===== config.mk =====
export PLATFORM = sky130hd
export DESIGN_NAME = fetch_unit
export DESIGN_NICKNAME = d
export VERILOG_FILES = /design/src/rtl/fetch_unit.sv
export SDC_FILE = /design/constraint.sdc
export NUM_CORES = 1
export LEC_CHECK = 0
export ABC_AREA = 0
export BUFFER_PORTS_ARGS = -buffer_cell sky130_fd_sc_hd__buf_2
export CAP_MARGIN = 20
export CORE_UTILIZATION = 57
export CTS_BUF_LIST = sky130_fd_sc_hd__clkbuf_8
export CTS_CLUSTER_DIAMETER = 150
export DETAILED_ROUTE_END_ITERATION = 6
export GPL_ROUTABILITY_DRIVEN = 0
export PLACE_DENSITY = 0.91
export SLEW_MARGIN = 25
export SYNTH_ARGS = -nofsm -noshare
export SYNTH_HDL_FRONTEND = slang
export SYNTH_SLANG_ARGS = --single-unit

===== constraint.sdc =====
create_clock -name clk_i -period 10.4 [get_ports clk_i]
set_clock_uncertainty 0.2 [all_clocks]
set_input_delay 1.56 -clock clk_i [delete_from_list [all_inputs] [get_ports clk_i]]
set_output_delay 1.56 -clock clk_i [all_outputs]
set_load 0.1 [all_outputs]

===== src/rtl/fetch_unit.sv =====
// Instruction-fetch and PC-sequencing stage: fetches one word per instruction over a
// req/rvalid handshake, holds it for decode and computes the next PC on commit.
module fetch_unit #(
  parameter logic [31:0] RESET_PC = 32'h0000_0000
) (
  input  logic        clk_i,
  input  logic        rst_ni,
  output logic        imem_req_o,
  output logic [31:0] imem_addr_o,
  input  logic        imem_rvalid_i,
  input  logic [31:0] imem_rdata_i,
  output logic [31:0] instr_o,
  output logic [5:0]  op_o,
  output logic [5:0]  funct_o,
  output logic        instr_valid_o,
  output logic [31:0] pc_o,
  output logic [31:0] pc_plus4_o,
  input  logic        commit_i,
  input  logic        pc_src_i,
  input  logic        jump_i
);

  typedef enum logic [0:0] {
    FETCH = 1'b0,
    HOLD  = 1'b1
  } state_e;

  state_e      state_q, state_d;
  logic [31:0] pc_q, pc_d;
  logic [31:0] instr_q, instr_d;
  logic        valid_q, valid_d;

  logic [31:0] pc_plus4_s;
  logic [31:0] branch_off_s;
  logic [31:0] branch_tgt_s;
  logic [31:0] jump_tgt_s;
  logic [31:0] next_pc_s;

  // Candidate targets; all are word-aligned, so pc_q[1:0] never leaves 2'b00.
  always_comb begin
    pc_plus4_s   = pc_q + 32'd4;
    branch_off_s = {{14{instr_q[15]}}, instr_q[15:0], 2'b00};
    branch_tgt_s = pc_plus4_s + branch_off_s;
    jump_tgt_s   = {pc_plus4_s[31:28], instr_q[25:0], 2'b00};
  end

  // Next-PC select: jump beats branch, branch beats sequential.
  always_comb begin
    if (jump_i) begin
      next_pc_s = jump_tgt_s;
    end else if (pc_src_i) begin
      next_pc_s = branch_tgt_s;
    end else begin
      next_pc_s = pc_plus4_s;
    end
  end

  // FETCH/HOLD next-state logic.
  always_comb begin
    state_d = state_q;
    pc_d    = pc_q;
    instr_d = instr_q;
    valid_d = valid_q;
    case (state_q)
      FETCH: begin
        if (imem_rvalid_i) begin
          instr_d = imem_rdata_i;
          valid_d = 1'b1;
          state_d = HOLD;
        end else begin
          valid_d = 1'b0;
        end
      end
      HOLD: begin
        if (commit_i) begin
          pc_d    = next_pc_s;
          valid_d = 1'b0;
          state_d = FETCH;
        end else begin
          valid_d = 1'b1;
        end
      end
      default: begin
        valid_d = 1'b0;
        state_d = FETCH;
      end
    endcase
  end

  // State, PC and instruction registers; reset restarts a fresh fetch at RESET_PC.
  always_ff @(posedge clk_i or negedge rst_ni) begin
    if (!rst_ni) begin
      state_q <= FETCH;
      pc_q    <= RESET_PC;
      instr_q <= 32'h0000_0000;
      valid_q <= 1'b0;
    end else begin
      state_q <= state_d;
      pc_q    <= pc_d;
      instr_q <= instr_d;
      valid_q <= valid_d;
    end
  end

  // Gating with rst_ni keeps the request low for the whole reset window.
  assign imem_req_o    = (state_q == FETCH) && rst_ni;
  assign imem_addr_o   = pc_q;
  assign pc_o          = pc_q;
  assign pc_plus4_o    = pc_plus4_s;
  assign instr_o       = instr_q;
  assign op_o          = instr_q[31:26];
  assign funct_o       = instr_q[5:0];
  assign instr_valid_o = valid_q;

endmodule


# [Yosys cells after proc, flatten, opt, wreduce, memory -nomap -nowiden]
# Cells that the tools add are included.
[word_totals] ff_bits=65 latchBits=0 ram_bits=0 romBits=0 in_bits=38 out_inout_bits=142 word_cells=14 n_memories=0
[classes] add_sub_neg=2 n_mul=0 n_div=0 order_cmp=0 n_eq_ne=0 n_shift=0 n_mux=5 bitwise=1 n_reduce_logical=3
[ops] cell="two-way mux 32 bit" n=2
[ops] cell="adder 32 x 3 -> 32 bit (second input constant)" n=1
[ops] cell="adder 32 bit" n=1
[ops] cell="AND reduction 2 bit" n=2
[ops] cell="two-way mux 1 bit" n=2
[ops] cell="case mux 1 bit (2 select lines)" n=1
[ops] cell="logical AND 1 bit" n=1
[ops] cell="NOT 1 bit" n=1

# [Logic depth before layout (Yosys ltp)]
# Gate-level depths: netlist (run 1).
[logic_depth] depth_word=4 mapped_depth=19 ltp_nobuf=18

# [Worst setup path before layout (run 1)]
# OpenSTA, ideal clock, no wires.
[synth_path] kind="register to register" from="register pc_q[3], in the netlist imem_addr_o[3]" to="register pc_q[27], in the netlist imem_addr_o[27]" setup_time_ps=151 t_arrival_ps=5966 required_time_ps=10049 setup_slack_ps=4084 path_stages_with_launch=20 n_path_buf=1 synth_period_minus_slack_ps=6316 path_cell_list="dfrtp_1 ha_1 nand2_1 and2b_1 and2_1 and3_1 nand3_1 xnor2_1 ha_1 clkbuf_1 a21o_1 a311oi_1 o21bai_1 a31oi_1 o211ai_1 nand3_1 o21ai_1 a21oi_1 xor2_1 a41oi_1"
[synth_between] elab_chain_len=4
[synth_rtl] item="start, declared" line="29" text="logic [31:0] pc_q, pc_d;"
[synth_rtl] item="start signal, assigned" line="99" text="pc_q <= pc_d;"
[synth_rtl] item="adder 32 x 3 -> 32 bit" line="41" text="pc_plus4_s = pc_q + 32'd4;"
[synth_rtl] item="via pc_plus4_o[16]" line="17" text="output logic [31:0] pc_plus4_o,"
[synth_rtl] item="adder 32 bit" line="43" text="branch_tgt_s = pc_plus4_s + branch_off_s;"
[synth_rtl] item="two-way mux 32 bit" line="51" text="end else if (pc_src_i) begin"
[synth_rtl] item="two-way mux 32 bit" line="49" text="if (jump_i) begin"
# The timed path passes the listed nets, and every way through them passes these cells.
# A chain may end at the register's enable or synchronous reset.

# [Worst setup path in the final report (run 1)]
[layout_path] from="register pc_q[2], in the netlist imem_addr_o[2]" to="output port pc_plus4_o[30]"
[layout_between] elab_chain_len=1
[layout_rtl] item="adder 32 x 3 -> 32 bit" line="41"
[layout_rtl] item="end, declared" line="17"
# Every way passes these cells.

==> results of run 1 <==
## state kept, by name, summed over array words and instances (netlist names)
register and count:
instr_valid_o 1, instr_o 32, imem_addr_o 30
## area by class of cell
type	instances	area share, %
flip-flops and latches	63	25.2
clock buffers	12	2.64
clock inverters	3	1.04
repair buffers	176	14.2
multi-input cells	476	53.7
well taps	129	2.58
inverters	12	0.719
## kinds of logic after synthesis
logic type	synth area share, %
simple gates	16.1
compound gates	20.7
buf+inv	9.56
flops	29.0
xor+xnor	8.06
mux	7.92
fa+ha+maj	8.66
other cells	0.0690
## metrics by stage
stage | util (%) | area, um^2 | cells
after floorplan | - | 5450 | 629
after global placement | 65.3 | 6030 | 856
after detailed placement | 65.3 | 6030 | 856
after CTS | 67.8 | 6260 | 871
after global routing | 67.8 | 6260 | 871
final | 67.8 | 6260 | 871
## cell usage in the layout, fill, tap and decap left out, drive strengths merged, types with 13 or more instances in the layout
cell | Yosys | final
buf | 50 | 176
dfrtp | 63 | 63
a21oi | 47 | 47
nand2 | 44 | 44
nor2 | 41 | 41
o21ai | 40 | 40
ha | 36 | 36
mux2 | 32 | 32
xnor2 | 29 | 29
nand3 | 22 | 22
xor2 | 21 | 21
a21o | 21 | 21
a211oi | 13 | 13
## path summary, 6_finish.rpt
kind / startpoint / endpoint / slack (ns) / cells past startpoint
min: instr_o[28] / instr_o[28] / 0.33 / 1
min reg2reg: instr_o[28] / instr_o[28] / 0.33 / 1
max: imem_addr_o[2] / pc_plus4_o[30] / 5.36 / 9
min in group asynchronous: rst_ni / instr_o[8] / 1.18 / 2
max reg2reg: imem_addr_o[2] / imem_addr_o[31] / 5.86 / 18
max in group asynchronous: rst_ni / imem_addr_o[11] / 8.25 / 2
## worst reg2reg max path: cells and delay by family (launching register included)
kind,cells,cell delay [ns]
AOI/OAI and AO/OA,8,1.63
xor gates and xnor gates,1,0.29
adders and majority gates,2,0.66
DFF,1,0.43
and+or+nand+nor,7,1.23
## layer usage
| metal | track usage [%] | vias to the layer above |
|---|---|---|
| met1 | 38.1 | 2569 |
| met2 | 54.8 | 361 |
| li1 | - | 2429 |
| met5 | 0 | - |
| met4 | 15.2 | 0 |
| met3 | 6.89 | 57 |
==> metrics.md, run 1 <==
| Metric | Value |
|---|---|
| CP arrival | `3.28 ns` |
| Ys async rst share | `100%` |
| Nets | `813` |
| Top delay family on crit path | `simple AND/OR/NAND/NOR gates` |
| Post-CTS Setup Bufs | `0` |
| First-pass GRT wire length | `25.2 mm` |
| Starting Density | `58.8%` |
| I/O Pins | `180` |
| Layout cells sized above 1 | `31.7%` |
| H-tree Lvls | `3` |
| CTS Hold Bufs | `0` |
| GRT Util Overall | `31.9%` |
| Number of unique standard cell types used by synthesis | `67` |
| Setup ws final | `5.36 ns` |
| Core ar. | `9240 um^2` |
| Sequential area share after synthesis | `29.0%` |
| Post-Route M1 WL | `5.94 mm` |
| Area of the multi-input gates | `3360 um^2` |
| Crit path time final | `5.04 ns` |
| Largest net degree at the start of global routing | `65` |
| Fin crit share | `48.4%` |
| CP Launch Type | `register` |
| Mapped Cells | `624` |
| Drt pass-1 iters | `5` |
| Max Cap Violations | `0` |
| Clock-pin slew on the worst setup and hold paths | `0.07 ns` |
| Most frequent cell after synthesis | `dfrtp_1` |
| Register area | `1580 um^2` |
| Synth area leaders | `dfrtp_1 (29%), ha_1 (8.3%), buf_4 (6.6%)` |
| GRT Residual Overflow | `0` |
| Antenna Nets Post-Route | `0` |
| Mean routed wirelength per cell | `18.2 um` |
| Post-cts sizing count | `0` |
| Synth top area share | `29.0%` |
| WL met3 | `1.50 mm` |
| Fmax | `199 MHz` |
| Routed vias | `5416` |
| Slew margin rel. | `35.5%` |
| Worst-path fanout max | `5` |
| DRC | `0` |
| #FFs+latches synth | `63` |
| Clock Tree Root | `clkbuf_8` |
| Width of the chip | `99.6 um` |
| Buf+Inv Stages, Crit Path | `1` |
| Port Buffers | `173` |
| Outcome | `complete, no violations` |
| Synth Area per Inst | `8.71 um^2` |
| CP cell instances | `ha_1 > nand2_1 > and2b_1 > and2_1 > nand4_1 > or2_2 > nor3b_1 > xor2_1 > buf_2` |
| CP required | `8.64 ns` |
| Synth area leader | `dfrtp_1` |
| RSZ-0062 raised after global routing | `false` |
| Worst stage delay on the critical path | `0.50 ns` |
| HP Class | `reg -> reg` |
| CP Class | `reg -> out` |
| DR top layer | `met4` |
| Hold Worst Slack | `0.335 ns` |
| Vias/cell | `6.22` |
| Area Overhead vs Synth | `15.3%` |
| Final Hold Fails | `0` |
| Ant diodes | `0` |
| DP Worst Slack | `5.67 ns` |
| Total CTS buffers | `9` |
| Pins over their slew limit | `0` |
| Clk sinks | `63` |
| CTS tree | `done` |
| Die height | `99.6 um` |
| Clock latency on the worst-skew pair | `0.35 ns` |
| Number of enable flip-flop cells after synthesis | `0` |
| Most used DFF post-synth | `dfrtp_1` |
| Synth Warn # | `0` |
| Cell Area, Synth | `5430 um^2` |
| Commonest cells post-synth | `dfrtp_1 (63), buf_4 (48), a21oi_1 (45)` |
| Clock Tree Buf Depth | `2` |
| Detailed placement HPWL | `11.4 mm` |
| Initial antenna violation count | `0` |
| Die area | `9930 um^2` |
| Cell Rows | `35` |
| WL met2 | `7.96 mm` |
| Wirelength, routed | `15.8 mm` |
| Violation count after the first detailed-route iteration | `450` |
| Post-route setup TNS | `0 ns` |
| Slowest cell on the critical path | `nor3b_1` |
| Fillers | `727` |
| Setup violators final | `0` |
| Least-Margin Pin Slew | `0.968 ns` |
| Critical Path End Type | `primary output` |
| Vias in the first global route | `5283` |
Power of run 1 is left out: the tool's default activity adds up to more than one toggle a clock period on the data nets, which glitch-free logic cannot reach.
==> run 2, diff against run 1 <==
--- a/config.mk
+++ b/config.mk
@@ -5,15 +5,15 @@
 export SDC_FILE = /design/constraint.sdc
 export NUM_CORES = 1
 export LEC_CHECK = 0
-export ABC_AREA = 0
+export ABC_AREA = 1
 export BUFFER_PORTS_ARGS = -buffer_cell sky130_fd_sc_hd__buf_2
 export CAP_MARGIN = 20
-export CORE_UTILIZATION = 57
+export CORE_UTILIZATION = 50
 export CTS_BUF_LIST = sky130_fd_sc_hd__clkbuf_8
 export CTS_CLUSTER_DIAMETER = 150
 export DETAILED_ROUTE_END_ITERATION = 6
 export GPL_ROUTABILITY_DRIVEN = 0
-export PLACE_DENSITY = 0.91
+export PLACE_DENSITY = 0.82
 export SLEW_MARGIN = 25
 export SYNTH_ARGS = -nofsm -noshare
 export SYNTH_HDL_FRONTEND = slang
==> constraint.sdc (replaced) <==
create_clock -name clk_i -period 4.5 [get_ports clk_i]
set_clock_uncertainty 0.2 [all_clocks]
set_input_delay 0.675 -clock clk_i [delete_from_list [all_inputs] [get_ports clk_i]]
set_output_delay 0.675 -clock clk_i [all_outputs]
set_load 0.1 [all_outputs]
==> metrics.md, run 2 <==
| Metric | Value |
|---|---|
| Outcome | `complete, no violations` |
| Routed vias | `6922` |
| RSZ-0062 raised after global routing | `false` |
| First-pass GRT wire length | `31.2 mm` |
| CTS Hold Bufs | `0` |
| Commonest cells post-synth | `nand2_1 (306), inv_1 (160), nor2_1 (90)` |
| DRC | `0` |
| Clock-pin slew on the worst setup and hold paths | `0.08 ns` |
| Post-CTS Setup Bufs | `0` |
| Setup violators final | `0` |
| Top delay family on crit path | `simple AND/OR/NAND/NOR gates` |
| Most used DFF post-synth | `dfrtp_1` |
| Reg-to-reg startpoint | `imem_addr_o[2]` |
| CP most frequent cell | `nand2_1` |
| Final Hold Fails | `0` |
| Critical Path End Type | `register` |
| Clk sinks | `63` |
| Post-Route M1 WL | `8.26 mm` |
| Clock Tree Buf Depth | `2` |
| Worst stage delay on the critical path | `0.43 ns` |
| H-tree Lvls | `3` |
| Fin crit share | `76.9%` |
| Critical path depth | `18` |
| R2R Setup Slk | `1.04 ns` |
| Worst hold stages | `2` |
| Least-Margin Pin Slew | `0.972 ns` |
| Largest net degree at the start of global routing | `64` |
| CP Class | `reg -> reg` |
| Synth Area per Inst | `6.40 um^2` |
| HP Start | `commit_i` |
| Ys async rst share | `100%` |
| Cell Rows | `40` |
| Vias in the first global route | `6098` |
| DR top layer | `met4` |
| Layout cells sized above 1 | `22.8%` |
| CP required | `4.60 ns` |
| Cell Area, Synth | `6350 um^2` |
| Mean routed wirelength per cell | `15.7 um` |
| Crit path time final | `3.46 ns` |
| Synth area leaders | `dfrtp_1 (25%), nand2_1 (18%), inv_1 (9.5%)` |
| Violation count after the first detailed-route iteration | `691` |
| Ant diodes | `0` |
| Fillers | `1180` |
| Synth Warn # | `0` |
| Worst-path fanout max | `5` |
| Capturing point of the worst reg2reg path | `imem_addr_o[27]` |
| #FFs+latches synth | `63` |
| CP Launch Type | `register` |
| Clock Tree Root | `clkbuf_8` |
| Max Cap Violations | `0` |
| HP Class | `in -> reg` |
| Slowest cell on the critical path | `dfrtp_2` |
| GRT Util Overall | `31.2%` |
| Number of unique standard cell types used by synthesis | `40` |
| Core ar. | `12200 um^2` |
| Pins over their slew limit | `0` |
| Buf+Inv Stages, Crit Path | `3` |
| Slew margin rel. | `34.8%` |
| Commonest non-fill, non-tap cell in the layout | `nand2_1` |
| WL met2 | `8.95 mm` |
| CP cell instances | `ha_1 > inv_1 > nor3_4 > inv_1 > nor2_2 > xor2_1 > inv_1 > ha_1 > nand2_1 > nor2_1 > nand2_1 > nor3_1 > nand2_1 > nand3_1 > nand2_1 > nand3_1 > nand2_1 > a21oi_1` |
| Initial antenna violation count | `0` |
| Total CTS buffers | `9` |
| CTS tree | `done` |
| Clock latency on the worst-skew pair | `0.36 ns` |
| Synth area leader | `dfrtp_1` |
| I/O Pins | `180` |
| Die area | `13200 um^2` |
| Detailed placement HPWL | `16.0 mm` |
| Post-cts sizing count | `0` |
| Mapped Cells | `992` |
| Vias/cell | `5.35` |
| Reg2Reg Depth | `18` |
| Synth top area share | `24.8%` |
| Area Overhead vs Synth | `15.2%` |
| Most frequent cells in the layout | `nand2_1 (306), buf_2 (173), inv_1 (159)` |
| Starting Density | `52.0%` |
| Drt pass-1 iters | `5` |
| Max reg flops | `32` |
| Number of enable flip-flop cells after synthesis | `0` |
| Area of the multi-input gates | `3780 um^2` |
| Sequential area share after synthesis | `24.8%` |
| Nets | `1196` |
| Wirelength, routed | `20.4 mm` |
| GRT Residual Overflow | `0` |
| CP arrival | `3.56 ns` |
| Hold Crit Endpoint | `instr_valid_o` |
| Antenna Nets Post-Route | `0` |
| Register area | `1580 um^2` |
| Most frequent cell after synthesis | `nand2_1` |
| Port Buffers | `173` |
| Post-route setup TNS | `0 ns` |
| Width of the chip | `115 um` |
| Fmax | `289 MHz` |
| WL met3 | `2.40 mm` |
| Die height | `115 um` |
## run 2: worst max path at each step
stage,startpoint,to
floorplan,imem_addr_o[3],imem_addr_o[29]
CTS,imem_addr_o[2],imem_addr_o[21]
finish,imem_addr_o[2],imem_addr_o[27]
global placement,imem_addr_o[2],imem_addr_o[21]
global route,imem_addr_o[2],imem_addr_o[21]
detailed placement,imem_addr_o[2],imem_addr_o[21]
## run 2: cell families after synthesis
family	after synthesis	synth area share, %
buffers and inverters	226	16.6
adders and majority gates	37	7.41
muxes	29	5.14
xor gates and xnor gates	20	2.76
AOI/OAI and AO/OA	113	9.97
other	1	0.0590
and+or+nand+nor	503	33.2
DFF	63	24.8
## run 2: routing by layer
| metal | up-vias | track usage, % |
|---|---|---|
| li1 | 3312 | - |
| met3 | 57 | 7.99 |
| met5 | - | 0 |
| met4 | 0 | 12.9 |
| met1 | 3124 | 41.1 |
| met2 | 429 | 48.9 |
## run 2: through the flow
stage	cells	area [um^2]	hold slack [ns]	setup slack, ns	util [%]
final	1294	7310	0.319	1.04	59.9
after global placement	1278	7080	0.299	1.14	58.0
after floorplan	997	6420	0.179	0.0915	-
after CTS	1294	7310	0.313	1.10	59.9
after global routing	1294	7310	0.327	0.698	59.9
after detailed placement	1278	7080	0.312	1.14	58.0
## run 2: final cells by class
class | instances | area share (%)
multi-input cells | 708 | 51.7
clock buffers | 11 | 2.07
flip-flops and latches | 63 | 21.6
well taps | 168 | 2.87
inverters | 161 | 8.31
clock inverters | 5 | 1.11
repair buffers | 178 | 12.4
## run 2: worst register-to-register path: cells and delay by family, from the launching register on
kind            cells  cell delay, ns
compound gates      1            0.12
xor+xnor            1            0.17
fa+ha+maj           2            0.70
buf+inv             3            0.37
flops               1            0.43
simple gates       11            1.41
Power of run 2 is left out for the same reason.
